$ cat src/rtl/pos_manager_multi.sv
// Multi-channel sensor position manager: synchronises NUM_CH sensor inputs,
// counts their edges into a free-running raw count and a renormalised
// relative count, and exposes differences to channel 0, a snapshot of those
// differences, a clock-cycle counter and sticky saturation flags.
//
// Handshake: snap_valid is a one-cycle pulse with no ready. It is raised the
// cycle after a snap rising edge captures pos_diff. pos_diff_snap then holds
// that value until the next capture, so a consumer may read it at any time.
module pos_manager_multi #(
  parameter int NUM_CH      = 2,
  parameter int POS_W       = 16,
  parameter int CNT_W       = 32,
  parameter int SYNC_STAGES = 2,
  parameter int EDGE_MODE   = 0
) (
  input  logic                        clk,
  input  logic                        reset,
  input  logic [NUM_CH-1:0]           sensor,
  input  logic                        clear_cnt,
  input  logic                        clear_pos,
  input  logic                        snap,
  output logic [NUM_CH*POS_W-1:0]     pos_raw,
  output logic [NUM_CH*POS_W-1:0]     pos_rel,
  output logic [(NUM_CH-1)*POS_W-1:0] pos_diff,
  output logic [(NUM_CH-1)*POS_W-1:0] pos_diff_snap,
  output logic                        snap_valid,
  output logic [CNT_W-1:0]            count_clk,
  output logic [NUM_CH-1:0]           overflow
);

  localparam logic [POS_W-1:0] POS_MAX = '1;

  logic [NUM_CH-1:0] sync_q [SYNC_STAGES];
  logic [NUM_CH-1:0] s_sync;
  logic [NUM_CH-1:0] prev_q;
  logic [NUM_CH-1:0] edge_v;

  logic [POS_W-1:0]  raw_q [NUM_CH];
  logic [POS_W-1:0]  rel_q [NUM_CH];
  logic [POS_W-1:0]  raw_d [NUM_CH];
  logic [POS_W-1:0]  rel_d [NUM_CH];
  logic [NUM_CH-1:0] ovf_d;
  logic [POS_W-1:0]  base;

  logic              renorm;
  logic [POS_W-1:0]  min_rel;
  logic              snap_prev;
  logic              snap_rise;

  // Synchroniser chain plus one-cycle edge history per channel
  always_ff @(posedge clk) begin
    if (reset) begin
      for (int k = 0; k < SYNC_STAGES; k++) sync_q[k] <= '0;
      prev_q <= '0;
    end else begin
      sync_q[0] <= sensor;
      for (int k = 1; k < SYNC_STAGES; k++) sync_q[k] <= sync_q[k-1];
      prev_q <= s_sync;
    end
  end

  assign s_sync = sync_q[SYNC_STAGES-1];
  assign edge_v = (EDGE_MODE != 0) ? (s_sync ^ prev_q) : (s_sync & ~prev_q);

  // Renormalise whenever any relative count reaches its top half
  always_comb begin
    renorm  = 1'b0;
    min_rel = rel_q[0];
    for (int i = 0; i < NUM_CH; i++) begin
      renorm = renorm | rel_q[i][POS_W-1];
      if (rel_q[i] < min_rel) min_rel = rel_q[i];
    end
  end

  // Next counts: clear wins, then renorm-with-edge, then plain increment
  always_comb begin
    base  = '0;
    ovf_d = overflow;
    for (int i = 0; i < NUM_CH; i++) begin
      raw_d[i] = raw_q[i];
      rel_d[i] = rel_q[i];
      if (clear_pos) begin
        raw_d[i] = '0;
        rel_d[i] = '0;
        ovf_d[i] = 1'b0;
      end else begin
        if (edge_v[i]) raw_d[i] = raw_q[i] + 1'b1;
        // Saturation is judged on the value after the renorm subtract
        base = renorm ? (rel_q[i] - min_rel) : rel_q[i];
        if (edge_v[i]) begin
          if (base == POS_MAX) begin
            rel_d[i] = base;
            ovf_d[i] = 1'b1;
          end else begin
            rel_d[i] = base + 1'b1;
          end
        end else begin
          rel_d[i] = base;
        end
      end
    end
  end

  // Count and overflow registers
  always_ff @(posedge clk) begin
    if (reset) begin
      for (int i = 0; i < NUM_CH; i++) begin
        raw_q[i] <= '0;
        rel_q[i] <= '0;
      end
      overflow <= '0;
    end else begin
      for (int i = 0; i < NUM_CH; i++) begin
        raw_q[i] <= raw_d[i];
        rel_q[i] <= rel_d[i];
      end
      overflow <= ovf_d;
    end
  end

  genvar g;
  generate
    for (g = 0; g < NUM_CH; g++) begin : g_pack
      assign pos_raw[g*POS_W +: POS_W] = raw_q[g];
      assign pos_rel[g*POS_W +: POS_W] = rel_q[g];
    end
    for (g = 1; g < NUM_CH; g++) begin : g_diff
      assign pos_diff[(g-1)*POS_W +: POS_W] = rel_q[0] - rel_q[g];
    end
  endgenerate

  assign snap_rise = snap & ~snap_prev;

  // Capture differences on a snap rising edge, pulse snap_valid after
  always_ff @(posedge clk) begin
    if (reset) begin
      snap_prev     <= 1'b0;
      pos_diff_snap <= '0;
      snap_valid    <= 1'b0;
    end else begin
      snap_prev  <= snap;
      snap_valid <= snap_rise;
      if (snap_rise) pos_diff_snap <= pos_diff;
    end
  end

  // Free-running clock-cycle counter with its own clear
  always_ff @(posedge clk) begin
    if (reset || clear_cnt) count_clk <= '0;
    else                    count_clk <= count_clk + 1'b1;
  end

endmodule

$ cat config.mk
export PLATFORM = sky130hd
export DESIGN_NAME = pos_manager_multi
export DESIGN_NICKNAME = d
export VERILOG_FILES = /design/src/rtl/pos_manager_multi.sv
export SDC_FILE = /design/constraint.sdc
export NUM_CORES = 1
export LEC_CHECK = 0
export CORE_ASPECT_RATIO = 0.9
export CORE_MARGIN = 3
export CORE_UTILIZATION = 60
export DETAILED_ROUTE_END_ITERATION = 6
export PLACE_DENSITY = 0.93
export REMOVE_ABC_BUFFERS = 1
export SLEW_MARGIN = 20
export SYNTH_ARGS = -nofsm -noshare
export SYNTH_HDL_FRONTEND = slang
export SYNTH_SLANG_ARGS = --single-unit
$ cat constraint.sdc
create_clock -name clk -period 17.9 [get_ports clk]
set_input_delay 4.475 -clock clk [delete_from_list [all_inputs] [get_ports clk]]
set_output_delay 4.475 -clock clk [all_outputs]
set_load 0.05 [all_outputs]
== Word level (Yosys, flattened, before mapping) ==
Memory sizes are Yosys's and may differ from the RTL's.
Index checks and enable logic that the tools add are counted.
Word-level totals
  flip-flop bits (word level): 54
  bits in latches: 0
  RAM bits: 68
  memory bits (read-only): 0
  output and inout port bits: 131
  memories: 3
Memories
  raw_q: words 2, bits a word 16, rd ports 2, clocked after memory_dff 0, wr ports 2, line 38  | logic [POS_W-1:0] raw_q [NUM_CH];
  rel_q: words 2, bits a word 16, rd ports 2, clocked after memory_dff 0, wr ports 2, line 39  | logic [POS_W-1:0] rel_q [NUM_CH];
  sync_q: words 2, bits a word 2, rd ports 2, clocked after memory_dff 0, wr ports 2, line 33  | logic [NUM_CH-1:0] sync_q [SYNC_STAGES];
Operators by class
  add/subtract/negate cells: 8
  $mul: 0
  divide/modulo/power cells: 0
  order comparisons: 1
  eq/ne operators: 2
  shift-type cells: 0
  multiplexer cells: 22
  bitwise logic cells: 11
  reductions and logical operators: 4
Operator list (number)
  $mux W16: 17
  $add A16 B1 Y16 const B: 4
  $sub A16 B16 Y16: 3
  $add A32 B1 Y32 const B: 1
  $eq A16 B16 Y1 const B: 2
  $lt A16 B16 Y1: 1
  $or A1 B1 Y1: 7
  $mux W2: 2
  $reduce_and A2 Y1: 2
  $mux W1: 3
  $and A2 B2 Y2: 1
  $not A2 Y2: 1
  $reduce_or A2 Y1: 1
  $and A1 B1 Y1: 1
  $logic_or A1 B1 Y1: 1
  $not A1 Y1: 1

== Depth between registers and ports, before layout ==
  word-level depth: 9
  depth in mapped cells: 29
  depth with buffers taken out: 23

== Worst setup path after synthesis ==
No wires, ideal clock.
  path kind: reg-to-output
  from: memory rel_q[1][1] (netlist: rel_q[0][17])
  to: output pos_diff[15]
  arrival time: 3689 ps
  data required time: 13425 ps
  path slack: 9736 ps
  cell stages (with the launch flop): 15
  buffers on the path: 0
  cells stage by stage: dfxtp_1 > inv_1 > ha_1 > nor2b_1 > o21ai_0 > a21boi_0 > o21ai_0 > a21boi_0 > o2111ai_1 > a31oi_1 > a31oi_1 > nand2b_1 > nand2b_1 > a21oi_1 > xor2_1
RTL lines
  start, declared: line 39
  end, declared: line 24  | output logic [(NUM_CH-1)*POS_W-1:0] pos_diff,

==> results.sh <==
export IMPL_reg2reg_depth=21
export IMPL_nets=1340
export IMPL_timing_rr_start="rel_q[0][21]"
export IMPL_final_cell_mix="140 x nor2_1, 137 x clkdlybuf4s50_1, 122 x dfxtp_1"
export IMPL_tightest_slew_ps=1060
export IMPL_grt_pass1_vias=8976
export IMPL_setup_viol=0
export IMPL_max_slew_margin_pct=28.7
export IMPL_pwr_share_seq_pct=41.3
export IMPL_clk_latency_ps=430
export IMPL_drc=0
export IMPL_syn2layout_area_growth_pct=21.4
export IMPL_crit_path_max_fanout=8
export IMPL_coreArea_sq_um=14800
export IMPL_setup_worst_path_start_class="flop"
export IMPL_multi_input_area_sq_um=6240
export IMPL_rsz0062_at_grt="no"
export IMPL_post_cts_resized=0
export IMPL_synth_edff_count=0
export IMPL_fillers=1112
export IMPL_clkTransAtPathRegs_ps=70
export IMPL_yosysWarnings=0
export IMPL_power_internal_uw=483
export IMPL_critPathKind="reg -> out"
export IMPL_r2r_end="rel_q[0][22]"
export IMPL_die_x_microns=136
export IMPL_fin_crit_ps=9030
export IMPL_gp_congestion=1.01
export IMPL_finalMaxSlewViolations=0
export IMPL_grt_start_max_net_pins=63
export IMPL_met2_length_microns=13100
export IMPL_drt_wl_total_microns=29200
export IMPL_cts_num_sinks=122
export IMPL_antenna_found_initial=0
export IMPL_syn_area_sq_um=9130
export IMPL_final_common_cell="nor2_1"
export IMPL_grt_usage_pct=34.1
export IMPL_finalCritPeriodShare_pct=50.5
export IMPL_synth_top_area_share_pct=26.7
export IMPL_io_pins=138
export IMPL_critPathArrivalTime_ps=4560
export IMPL_dp_hpwl_microns=21300
export IMPL_highest_layer="met4"
export IMPL_synthTopCellsByArea="dfxtp_1 27%, nor2_1 5.8%, xor2_1 5.3%"
export IMPL_postCtsSetupBuffers=0
export IMPL_diodes=0
export IMPL_hold_ws_ps=444
export IMPL_drt_iter0_drc=1111
export IMPL_switching_share_pct=27.3
export IMPL_drv_cap=0
export IMPL_r2r_slack_ps=11050
export IMPL_ys_types=98
export IMPL_wl_per_cell_microns=19.4
export IMPL_critPathCapture="pos_diff[15]"
export IMPL_grt_pass1_wl_microns=45600
export IMPL_rows=42
export IMPL_finalHoldViolCount=0
export IMPL_holdBufCountCts=0
export IMPL_hold_path_class="reg -> reg"
export IMPL_power_density_nw_per_um2=60.0
export IMPL_skew_ps=18.1
export IMPL_dr_pass1_iters=7
export IMPL_async_flop_share_pct=0
export IMPL_avgSynthCellArea_sq_um=7.62
export IMPL_drive_above_1_share_pct=6.79
export IMPL_end_kind="primary output"
export IMPL_p_comb_share_pct=6.5
export IMPL_status="finished clean"
export IMPL_yosysSeqAreaShare_pct=26.7
export IMPL_route_met3_wl_microns=3050
export IMPL_synth_largest_area_cell="dfxtp_1"
export IMPL_final_util_pct=74.8
export IMPL_wl_met1_microns=11900
export IMPL_viasPerCell=6.41
export IMPL_cp_required_ps=13430
export IMPL_io_buffers=137
export IMPL_finalSetupTns_ps=0
export IMPL_detail_route_antenna_nets=0
export IMPL_cts_buffers=17
export IMPL_initial_utilization_pct=61.6
export IMPL_die_area_sq_um=16700
export IMPL_ys_flop_type="dfxtp_1"
export IMPL_critPathLaunch="rel_q[0][17]"
export IMPL_vias=9669
export IMPL_power_share_clock_pct=52.2
export IMPL_yosys_register_bits=122
export IMPL_grt_overflow_total=0
export IMPL_die_y_microns=123
export IMPL_power_switching_uw=181
export IMPL_cts_root_buf="clkbuf_16"
export IMPL_syn_inst=1199
export IMPL_fmax_mhz=111
export IMPL_peakVddDrop_uv=67.2
export IMPL_clockBufferDepth=2
export IMPL_leakage_nw=4.05
export IMPL_cts_max_level=4
export IMPL_seq_area_sq_um=2440
export IMPL_tritoncts="done"
==> how the worst min path moves through the flow <==
stage,from,end,slack (ps),cells past startpoint
2_1_floorplan,sync_q[0][0],sync_q[0][2],410,1
3_3_place_gp,sync_q[0][0],sync_q[0][2],420,1
3_5_place_dp,sync_q[0][1],sync_q[0][3],430,1
4_1_cts,sync_q[0][1],sync_q[0][3],450,1
5_1_grt,sync_q[0][1],sync_q[0][3],460,1
6_report,sync_q[0][1],sync_q[0][3],440,1
==> state kept, by name, summed over array words and instances (netlist names) <==
signal / flops
pos_diff_snap: 16
count_clk: 32
raw_q: 32
snap_valid: 1
overflow: 2
rel_q: 32
snap_prev: 1
prev_q: 2
sync_q: 4
==> final cells by class <==
type                       count  area share [%]
clock buffer                  17            3.84
tap                          198            2.23
multi-input combinational    971            56.3
inverter                      42            1.42
sequential                   122            22.0
clock inverter                15            1.38
timing repair buffer         144            12.8
==> power by group through the flow <==
| stage | clock network (mW) | logic [mW] | registers (mW) |
|---|---|---|---|
| 6_report | 0.347 | 0.0432 | 0.275 |
| 5_1_grt | 0.360 | 0.0458 | 0.275 |
| 4_1_cts | 0.348 | 0.0423 | 0.275 |
| 3_5_place_dp | 0 | 0.0421 | 0.281 |
| 3_3_place_gp | 0 | 0.0417 | 0.281 |
| 2_1_floorplan | 0 | 0.0225 | 0.285 |
==> cell usage after synthesis, types with 5 or more instances <==
cell	count
a211o_1	9
xnor2_1	32
a21boi_0	6
nand3_1	40
nor2b_1	33
nor2_1	140
inv_1	41
or2_2	11
and2_1	11
mux2_2	5
nor3_1	26
dfxtp_1	122
or4_1	5
mux2i_1	21
ha_1	34
or3_1	22
nand2_1	114
a21oi_1	75
xor2_1	55
o21a_1	6
a31oi_1	21
a211oi_1	13
o31a_1	6
nand4_1	21
nand2b_1	29
o211ai_1	13
a21o_1	12
buf_2	17
and3_1	24
buf_1	7
o21ai_0	67
clkbuf_1	33
==> critical path, cell delays in order, from the launching register on <==
cell,delay [ps]
dfxtp_1,490
inv_1,150
ha_1,310
nor2b_1,130
o21ai_0,200
a21boi_0,160
o21ai_0,280
a21boi_0,210
o2111ai_1,350
a31oi_1,190
a31oi_1,270
nand2b_1,190
nand2b_1,70
a21oi_1,170
xor2_1,150
clkdlybuf4s50_1,810
==> cells by family after synthesis <==
family	Yosys count	share of synthesized area, %
compound gates	313	23.5
buf+inv	106	5.10
flops	122	26.7
xor+xnor	88	8.52
fa+ha+maj	38	5.21
simple gates	505	27.9
mux	27	3.04
==> layer usage <==
layer  track usage, %  up-vias
met5                0        -
met4             16.2        0
met3             9.72      119
met2             53.9      572
met1             43.2     4472
li1                 -     4506
==> per-stage QoR <==
| stage | instance area (sq um) | total power, mW | std cells | worst slack [ps] |
|---|---|---|---|---|
| after floorplan | 8820 | 0.308 | 1135 | 9740 |
| after global placement | 10500 | 0.322 | 1477 | 9550 |
| after detailed placement | 10500 | 0.323 | 1477 | 9400 |
| after CTS | 11100 | 0.665 | 1509 | 8920 |
| after global routing | 11100 | 0.680 | 1509 | 8500 |
| final | 11100 | 0.665 | 1509 | 8870 |
Power figures use the tool's default switching activity.
